--- src/rtl/link_router_pkg.sv ---
// Shared definitions for the input link router lanes and their per-lane subunit buffers.
package link_router_pkg;

  localparam int LINK_WORD_W   = 40;
  localparam int NUM_LANES     = 4;
  localparam int BUF_DEPTH     = 8;
  localparam int BUF_AF_MARGIN = 2;

  typedef struct packed {
    logic [LINK_WORD_W-1:0] header;
    logic [LINK_WORD_W-1:0] payload;
  } lane_entry_t;

endpackage

--- src/rtl/fifo_ram_2p.sv ---
// DEPTH x DATA_W register array: one synchronous write port, one combinational read port.
module fifo_ram_2p #(
  parameter int DEPTH  = 8,
  parameter int DATA_W = 80
) (
  input  logic                     clk,
  input  logic                     we,
  input  logic [$clog2(DEPTH)-1:0] waddr,
  input  logic [DATA_W-1:0]        wdata,
  input  logic [$clog2(DEPTH)-1:0] raddr,
  output logic [DATA_W-1:0]        rdata
);

  logic [DATA_W-1:0] mem [DEPTH];

  // Contents are deliberately not reset; occupancy tracking makes stale words invisible.
  always_ff @(posedge clk) begin
    if (we) begin
      mem[waddr] <= wdata;
    end
  end

  assign rdata = mem[raddr];

endmodule

--- src/rtl/subunit_input_buffer.sv ---
// Per-lane first-word-fall-through receive FIFO between router egress and one hardware subunit.
// Optional drop counter output enabled by SUBUNIT_INPUT_BUFFER_DROP_COUNT_EN.
module subunit_input_buffer
  import link_router_pkg::*;
#(
  parameter int DEPTH     = BUF_DEPTH,
  parameter int WORD_W    = LINK_WORD_W,
  parameter int AF_MARGIN = BUF_AF_MARGIN
) (
  input  logic                   clk,
  input  logic                   rst,
  input  logic                   wr_valid,
  input  logic [WORD_W-1:0]      header_in,
  input  logic [WORD_W-1:0]      payload_in,
  output logic                   buffer_ready,
  output logic                   full,
  output logic                   rd_valid,
  input  logic                   rd_ready,
  output logic [WORD_W-1:0]      header_out,
  output logic [WORD_W-1:0]      payload_out,
  output logic [$clog2(DEPTH):0] count,
  output logic                   drop
`ifdef SUBUNIT_INPUT_BUFFER_DROP_COUNT_EN
  ,
  output logic [15:0]            drop_count
`endif
);

  localparam int PTR_W = $clog2(DEPTH);
  localparam int CNT_W = PTR_W + 1;
  localparam logic [CNT_W-1:0] CNT_FULL = CNT_W'(DEPTH);
  localparam logic [CNT_W-1:0] CNT_AF   = CNT_W'(DEPTH - AF_MARGIN);

  logic [PTR_W-1:0]    wr_ptr_reg, wr_ptr_next;
  logic [PTR_W-1:0]    rd_ptr_reg, rd_ptr_next;
  logic [CNT_W-1:0]    count_reg, count_next;
  logic                drop_reg, drop_next;
  logic                rd_fire, wr_fire;
  logic [2*WORD_W-1:0] wr_data, rd_data;

  assign rd_valid     = (count_reg != '0);
  assign full         = (count_reg == CNT_FULL);
  assign buffer_ready = (count_reg < CNT_AF);
  assign count        = count_reg;
  assign drop         = drop_reg;

  // A full buffer still accepts a write when the head leaves in the same cycle.
  assign rd_fire = rd_valid && rd_ready;
  assign wr_fire = wr_valid && (!full || rd_fire);

  always_comb begin
    wr_ptr_next = wr_ptr_reg;
    rd_ptr_next = rd_ptr_reg;
    count_next  = count_reg;
    drop_next   = wr_valid && !wr_fire;
    if (wr_fire) begin
      wr_ptr_next = wr_ptr_reg + PTR_W'(1);
    end
    if (rd_fire) begin
      rd_ptr_next = rd_ptr_reg + PTR_W'(1);
    end
    unique case ({wr_fire, rd_fire})
      2'b10:   count_next = count_reg + CNT_W'(1);
      2'b01:   count_next = count_reg - CNT_W'(1);
      default: count_next = count_reg;
    endcase
  end

  always_ff @(posedge clk or posedge rst) begin
    if (rst) begin
      wr_ptr_reg <= '0;
      rd_ptr_reg <= '0;
      count_reg  <= '0;
      drop_reg   <= 1'b0;
    end else begin
      wr_ptr_reg <= wr_ptr_next;
      rd_ptr_reg <= rd_ptr_next;
      count_reg  <= count_next;
      drop_reg   <= drop_next;
    end
  end

  assign wr_data = {header_in, payload_in};

  fifo_ram_2p #(
    .DEPTH (DEPTH),
    .DATA_W(2 * WORD_W)
  ) u_ram (
    .clk  (clk),
    .we   (wr_fire),
    .waddr(wr_ptr_reg),
    .wdata(wr_data),
    .raddr(rd_ptr_reg),
    .rdata(rd_data)
  );

  // Outputs are forced to zero while empty so stale memory never leaks to the subunit.
  assign header_out  = rd_valid ? rd_data[2*WORD_W-1 -: WORD_W] : '0;
  assign payload_out = rd_valid ? rd_data[WORD_W-1:0]           : '0;

`ifdef SUBUNIT_INPUT_BUFFER_DROP_COUNT_EN
  logic [15:0] drop_count_reg;

  always_ff @(posedge clk or posedge rst) begin
    if (rst) begin
      drop_count_reg <= '0;
    end else if (drop_next && (drop_count_reg != 16'hFFFF)) begin
      drop_count_reg <= drop_count_reg + 16'd1;
    end
  end

  assign drop_count = drop_count_reg;
`else
  // Counter absent; discarded writes are signalled only by the drop pulse.
`endif

endmodule

--- config.mk ---
export PLATFORM = sky130hd
export DESIGN_NAME = subunit_input_buffer
export DESIGN_NICKNAME = d
export VERILOG_FILES = /design/src/rtl/link_router_pkg.sv /design/src/rtl/fifo_ram_2p.sv /design/src/rtl/subunit_input_buffer.sv
export SDC_FILE = /design/constraint.sdc
export NUM_CORES = 1
export LEC_CHECK = 0
export CORE_UTILIZATION = 35
export DETAILED_ROUTE_END_ITERATION = 12
export PLACE_DENSITY = 0.5
export SYNTH_ARGS = -nofsm -noshare
export SYNTH_HDL_FRONTEND = slang
export SYNTH_HIERARCHICAL = 1
export SYNTH_SLANG_ARGS = --single-unit
--- constraint.sdc ---
create_clock -name clk -period 8.75 [get_ports clk]
set_input_delay 1.3125 -clock clk [delete_from_list [all_inputs] [get_ports clk]]
set_output_delay 1.3125 -clock clk [all_outputs]
set_load 0.01 [all_outputs]
==> results of run 1 <==
[area by class of cell]
| cell class | instances | area, µm² |
|---|---|---|
| fillers | 6148 | 41190 |
| flip-flops and latches | 651 | 19510 |
| multi-input cells | 372 | 5468 |
| repair buffers | 193 | 1889 |
| clock buffers | 82 | 1882 |
| well taps | 950 | 1189 |
| clock inverters | 48 | 346.6 |
| inverters | 4 | 15.01 |
[power by group through the flow]
stage               clock network (mW)  registers [mW]  logic [mW]
detailed placement                   0            4.29        3.54
floorplan                            0            4.12        2.25
global route                      3.03            4.26        3.70
CTS                               2.93            4.23        3.56
finish                            2.84            4.20        3.44
global placement                     0            4.27        3.54
[logic make-up (layout without fill, tap and decap cells)]
logic type      after synthesis  count (layout)  share of synthesized area [%]
xor+xnor                      7               7                         0.2429
buf+inv                      61             327                          1.353
flops                       651             651                          77.22
fa+ha+maj                     5               5                         0.2776
mux                         244             244                          18.03
compound gates                9               9                         0.3866
simple gates                107             107                          2.493
[cells in the mapped netlist (all sizes together)]
| cell | count | area (µm²) |
|---|---|---|
| and3 | 1 | 6.260 |
| o221ai | 1 | 8.760 |
| ha | 4 | 50.05 |
| nor2b | 1 | 6.260 |
| o22ai | 1 | 12.51 |
| o31a | 1 | 17.52 |
| edfxtp | 640 | 19220 |
| dfrtp | 11 | 275.3 |
| mux2 | 83 | 938.4 |
| a211o | 1 | 8.760 |
| inv | 4 | 15.01 |
| and2 | 81 | 506.7 |
| nand3 | 1 | 5.000 |
| or3 | 1 | 6.260 |
| nor3 | 3 | 15.01 |
| clkbuf | 24 | 90.09 |
| a32oi | 1 | 8.760 |
| nor2 | 8 | 30.03 |
| mux4 | 160 | 3603 |
| fa | 1 | 20.02 |
| or2 | 2 | 12.51 |
| nand2 | 6 | 22.52 |
| xor2 | 2 | 17.52 |
| a31oi | 1 | 21.27 |
| mux2i | 1 | 10.01 |
| a21oi | 2 | 10.01 |
| xnor2 | 5 | 43.79 |
| nand2b | 3 | 18.77 |
| a221o | 1 | 10.01 |
| buf | 33 | 236.5 |
[worst max-delay path by stage]
stage                              from              end  slack (ns)
after CTS                 rd_ptr_reg[2]    header_out[2]        3.28
after global placement    rd_ptr_reg[2]    header_out[2]        3.91
after global routing      rd_ptr_reg[0]   header_out[10]        3.15
after floorplan                rd_ready  u_ram/mem[0][0]        0.78
final                     rd_ptr_reg[2]    header_out[2]        3.45
after detailed placement  rd_ptr_reg[2]    header_out[2]        3.94
[per-layer routing]
metal / GRT usage (%) / up-vias
li1: - / 4944
met1: 19.48 / 6055
met2: 25.70 / 208
met3: 2.956 / 53
met4: 4.074 / 4
met5: 0 / -
[stage by stage]
stage	instance area (µm²)	util, %	total power, mW	hold WS (ns)	cells
after floorplan	25250	-	6.369	0.4407	1084
after global placement	28070	39.26	7.809	0.4812	2170
after detailed placement	28070	39.26	7.829	0.4880	2170
after CTS	30290	42.38	10.71	0.4971	2300
after global routing	30290	42.38	11.00	0.5196	2300
final	30290	42.38	10.47	0.4946	2300
[worst register-to-register path: stages (launching register included)]
cell,delay [ns]
dfrtp_1,0.45
inv_1,0.14
nand2_2,0.68
buf_4,0.69
nand2_1,0.28
nor2_1,0.21
ha_1,0.28
or2_2,0.29
and2_1,0.18
a221o_1,0.32
o221ai_1,0.07
==> reports/summary.json, run 1 <==
{
  "global_routing": {
    "grt_start_max_net_pins": 89,
    "first_global_vias": 12382,
    "all_layer_global_routing_usage_pct": 15.03,
    "antenna_found_initial": 2,
    "grt_overflow_total": 0,
    "grt_pass1_wl_um": 80830
  },
  "drt": {
    "totalWireLength_um": 53980,
    "dr.pass1.iters": 4,
    "viasPerCell": 4.897,
    "met3_length_um": 2259,
    "drt_drc_violations_left": 0,
    "routed-wl-met2_um": 27720,
    "drt_first_iter_violations": 626,
    "highest_layer": "met5",
    "route.antenna.remaining_nets": 0,
    "routedWlPerCell_um": 23.47,
    "wl_met1_um": 23250,
    "route.vias.total": 11264
  },
  "cells_and_area": {
    "antenna_cells_inserted": 0,
    "largest_reg_flops": 640,
    "most_frequent_cells_in_the_layout": "640 x edfxtp_1, 171 x clkdlybuf4s50_1, 160 x mux4_2",
    "leading_cell_type_in_the_layout_fill_and_taps_excluded": "edfxtp_1",
    "area_growth_syn_to_layout_pct": 20.00,
    "final_layout_size_suffix_gt1_share_pct": 28.59,
    "finish.net_count": 1382
  },
  "timing": {
    "final.setup_skew_ns": 0.02335,
    "rsz0062_at_grt": "false",
    "slew_limit_fails": 0,
    "setup-tns-final_ns": 0,
    "finalCritPeriodShare_pct": 60.56,
    "setup_violating_endpoint_count_in_the_final_report": 0,
    "worst_slew_margin_rel_pct": 31.86,
    "timing.fmax_mhz": 188.7,
    "timing_worst_slew_pin_value_ns": 1.022,
    "hold_violations": 0,
    "period_needed_ns": 5.299,
    "postLayoutSetupSlackWorst_ns": 3.451
  },
  "critical_path": {
    "start_to_end_type_of_the_worst_setup_path": "reg -> out",
    "ff2ff_setup_slack_ns": 5.09,
    "timing.critical_path.cells": "buf_4 > mux4_2 > mux2_2 > and2_1 > clkdlybuf4s50_1",
    "critical_path_sink_type": "output pin",
    "cp_top_family": "buffers and inverters",
    "worst-r2r-cell-count": 10,
    "critical_path_peak_fanout": 65,
    "timing.rr.start": "count[3]",
    "path_buf_inv": 2,
    "cp_data_arrival_time_ns": 3.99,
    "worst_r2r_endpoint": "count[3]",
    "timing.critical_path.required_ns": 7.44,
    "cp_slowest_cell": "dfrtp_4",
    "max_stage_delay_on_crit_path_ns": 1.03,
    "crit_cells": 5,
    "startpoint_type": "flop"
  },
  "yosys": {
    "per_instance_average_area_after_synthesis_um2": 23.29,
    "netlist-cell-type-count": 34,
    "synth_sequential_area_ratio_pct": 77.22,
    "syn_area_um2": 25250,
    "syn-num-nets": 1173,
    "yosysWarningCount": 6,
    "postSynthRegisterBits": 651,
    "netlist_instances": 1084
  },
  "die": {
    "dieWidth_um": 270.6,
    "placeableCoreArea_um2": 71490,
    "die-area_um2": 73210,
    "io_pins": 172,
    "die_h_um": 270.6,
    "floorplan.initialDensity_pct": 35.32,
    "row_count": 98
  },
  "min_path": {
    "holdCritPathClass": "reg -> reg",
    "hold_path.startpoint": "wr_ptr_reg[2]",
    "min_delay_path_depth": 1,
    "hold_end": "wr_ptr_reg[2]"
  },
  "placement": {
    "pre_cts_slack_ns": 3.945,
    "post-dp-hpwl_um": 27730,
    "place.port_buffers": 171,
    "gp_routability_congestion": 0.6765
  },
  "job": {
    "drv.max_cap_violation_count": 0
  },
  "clock_network": {
    "insertion_delay_ns": 0.60,
    "post-cts-setup-buffers": 0,
    "ctsHtreeMaxLevel": 3,
    "cts_root_buf": "clkbuf_16",
    "cts_buffer_depth": 3,
    "cts_hold_buf": 0,
    "cts.clk_slew.worst_paths_ns": 0.06,
    "tritoncts.num_buffers": 71,
    "cts_resized": 0,
    "tritoncts": "done",
    "clock_sink_count": 651
  },
  "power_and_ir_drop": {
    "clockPowerShare_pct": 27.1,
    "ir_drop_uv": 200.7,
    "p_comb_share_pct": 32.8,
    "cellLeakagePower_nw": 9.542,
    "net-switching-power_mw": 2.988,
    "power-per-cell-area_nw_per_um2": 345.7,
    "internal_power_consumption_mw": 7.486,
    "netSwitchingFraction_pct": 28.53,
    "sequential_fraction_of_design_power_pct": 40.1
  },
  "run_status": {
    "status": "finished clean"
  }
}
No activity file was read; power rests on OpenSTA's default activity.
==> run 2: changes to the inputs <==
--- a/config.mk
+++ b/config.mk
@@ -7,7 +7,7 @@
 export LEC_CHECK = 0
 export CORE_UTILIZATION = 35
 export DETAILED_ROUTE_END_ITERATION = 12
-export PLACE_DENSITY = 0.5
+export PLACE_DENSITY = 0.52
 export SYNTH_ARGS = -nofsm -noshare
 export SYNTH_HDL_FRONTEND = slang
 export SYNTH_HIERARCHICAL = 1
==> constraint.sdc (replaced) <==
create_clock -name clk -period 4.55 [get_ports clk]
set_input_delay 0.6825 -clock clk [delete_from_list [all_inputs] [get_ports clk]]
set_output_delay 0.6825 -clock clk [all_outputs]
set_load 0.01 [all_outputs]
==> reports/summary.json, run 2 (synthesis results as in run 1) <==
{
  "run_status": {
    "status": "finished clean"
  },
  "job": {
    "drv.max_cap_violation_count": 0
  },
  "timing": {
    "final.setup_skew_ns": 0.01808,
    "hold_violations": 0,
    "rsz0062_at_grt": "false",
    "worst_slew_margin_rel_pct": 48.13,
    "setup_violating_endpoint_count_in_the_final_report": 0,
    "timing.fmax_mhz": 248.1,
    "finalCritPeriodShare_pct": 88.60,
    "timing_worst_slew_pin_value_ns": 0.7780,
    "slew_limit_fails": 0,
    "period_needed_ns": 4.031,
    "setup-tns-final_ns": 0
  },
  "die": {
    "die_h_um": 270.6,
    "floorplan.initialDensity_pct": 35.32,
    "row_count": 98,
    "placeableCoreArea_um2": 71490,
    "die-area_um2": 73210,
    "io_pins": 172,
    "dieWidth_um": 270.6
  },
  "clock_network": {
    "cts_root_buf": "clkbuf_16",
    "cts_buffer_depth": 3,
    "cts_resized": 0,
    "clock_sink_count": 651,
    "post-cts-setup-buffers": 0,
    "insertion_delay_ns": 0.60,
    "tritoncts.num_buffers": 71,
    "ctsHtreeMaxLevel": 3,
    "cts.clk_slew.worst_paths_ns": 0.06,
    "tritoncts": "done",
    "cts_hold_buf": 0
  },
  "power_and_ir_drop": {
    "ir_drop_uv": 380.2,
    "power-per-cell-area_nw_per_um2": 669.2,
    "cellLeakagePower_nw": 9.644
  },
  "cells_and_area": {
    "largest_reg_flops": 640,
    "final_layout_size_suffix_gt1_share_pct": 28.58,
    "most_frequent_cells_in_the_layout": "640 x edfxtp_1, 171 x clkdlybuf4s50_1, 160 x mux4_2",
    "final_design_area_no_fill_um2": 30590,
    "leading_cell_type_in_the_layout_fill_and_taps_excluded": "edfxtp_1",
    "finish.net_count": 1393,
    "area_growth_syn_to_layout_pct": 21.19,
    "nFillCells": 6135
  },
  "placement": {
    "place.port_buffers": 171,
    "place_area_um2": 28360,
    "post-dp-hpwl_um": 28390,
    "gp_routability_congestion": 0.6858
  },
  "drt": {
    "drt_drc_violations_left": 0,
    "routedWlPerCell_um": 23.74,
    "totalWireLength_um": 54880,
    "drt_first_iter_violations": 716,
    "route.vias.total": 11511,
    "dr.pass1.iters": 5,
    "viasPerCell": 4.979,
    "route.antenna.remaining_nets": 0
  },
  "critical_path": {
    "timing.critical_path.required_ns": 3.87,
    "start_to_end_type_of_the_worst_setup_path": "reg -> out",
    "cp_slowest_cell": "dfrtp_4",
    "cp_data_arrival_time_ns": 3.35,
    "startpoint_type": "flop",
    "timing.critical_path.cells": "buf_4 > mux4_2 > mux2_2 > and2_1 > clkdlybuf4s50_1",
    "max_stage_delay_on_crit_path_ns": 0.86,
    "critical_path_peak_fanout": 27,
    "launching_instance_or_port_of_the_critical_path": "rd_ptr_reg[0]",
    "critical_path_sink_type": "output pin",
    "timing.rr.start": "count[1]"
  },
  "global_routing": {
    "all_layer_global_routing_usage_pct": 15.35,
    "grt_start_max_net_pins": 81,
    "grt_pass1_wl_um": 82940,
    "grt_overflow_total": 0,
    "antenna_found_initial": 4,
    "first_global_vias": 12446
  },
  "min_path": {
    "holdCritPathClass": "in -> async"
  }
}
[run 2: cell types whose count changed in the layout (fill, tap and decap cells not counted)]
cell and change:
nor3_2 -2, clkinv_2 -9, clkinv_8 -1, clkinv_1 +5, buf_12 +16, clkbuf_16 +1
nor3_4 +2, inv_6 +1, diode_2 +1, buf_4 -5, clkbuf_1 +3
[run 2: final timing paths]
path / to / slack [ns] / depth (start not counted)
max in group asynchronous: rd_ptr_reg[1] / 3.75 / 2
min reg2reg: wr_ptr_reg[2] / 0.50 / 1
max: header_out[8] / 0.52 / 5
min: drop / 0.41 / 2
max reg2reg: u_ram/mem[0][42] / 1.94 / 5
min in group clk: wr_ptr_reg[2] / 0.50 / 1
[run 2: metrics by stage]
step | hold WS [ns] | instances | power, mW | util, % | setup WS, ns
3_5_place_dp | 0.4962 | 2181 | 15.28 | 39.67 | 1.096
5_1_grt | 0.4518 | 2312 | 21.48 | 42.80 | 0.3470
4_1_cts | 0.3928 | 2311 | 20.87 | 42.79 | 0.4340
2_1_floorplan | 0.4407 | 1084 | 12.23 | - | -0.6453
6_report | 0.4148 | 2312 | 20.47 | 42.80 | 0.5187
3_3_place_gp | 0.4836 | 2181 | 15.23 | 39.67 | 1.090
[run 2: critical path: cells and delay by family (launching register included)]
| family | cells | cell delay [ns] |
|---|---|---|
| simple gates | 1 | 0.19 |
| flops | 1 | 0.86 |
| mux | 2 | 0.80 |
| buf+inv | 2 | 0.86 |
[run 2: area by class of cell]
cell class / instances / area, µm² / area share, %
Sequential cell: 651 / 19510 / 63.75
Multi-Input combinational cell: 372 / 5480 / 17.91
Timing Repair Buffer: 204 / 2172 / 7.100
Clock buffer: 86 / 1918 / 6.269
Tap cell: 950 / 1189 / 3.885
Clock inverter: 44 / 312.8 / 1.022
Inverter: 4 / 15.01 / 0.04908
Antenna cell: 1 / 2.502 / 0.008179
[run 2: power breakdown]
group | internal [mW] | switching, mW | leakage (nW) | total (mW)
clock | 3.23 | 2.28 | 1.09 | 5.51
combinational | 3.84 | 3.16 | 2.61 | 6.99
sequential | 7.54 | 0.429 | 5.94 | 7.97
[run 2: per-layer routing]
| metal | vias up | wire, µm | part of all wire [%] | GRT usage [%] |
|---|---|---|---|---|
| met1 | 6252 | 24250 | 44 | 20.56 |
| met3 | 64 | 2371 | 4.3 | 3.027 |
| met2 | 214 | 27380 | 50 | 25.40 |
| met4 | 6 | 839 | 1.5 | 4.371 |
| li1 | 4975 | - | - | - |
| met5 | - | 37 | 0.067 | 0 |
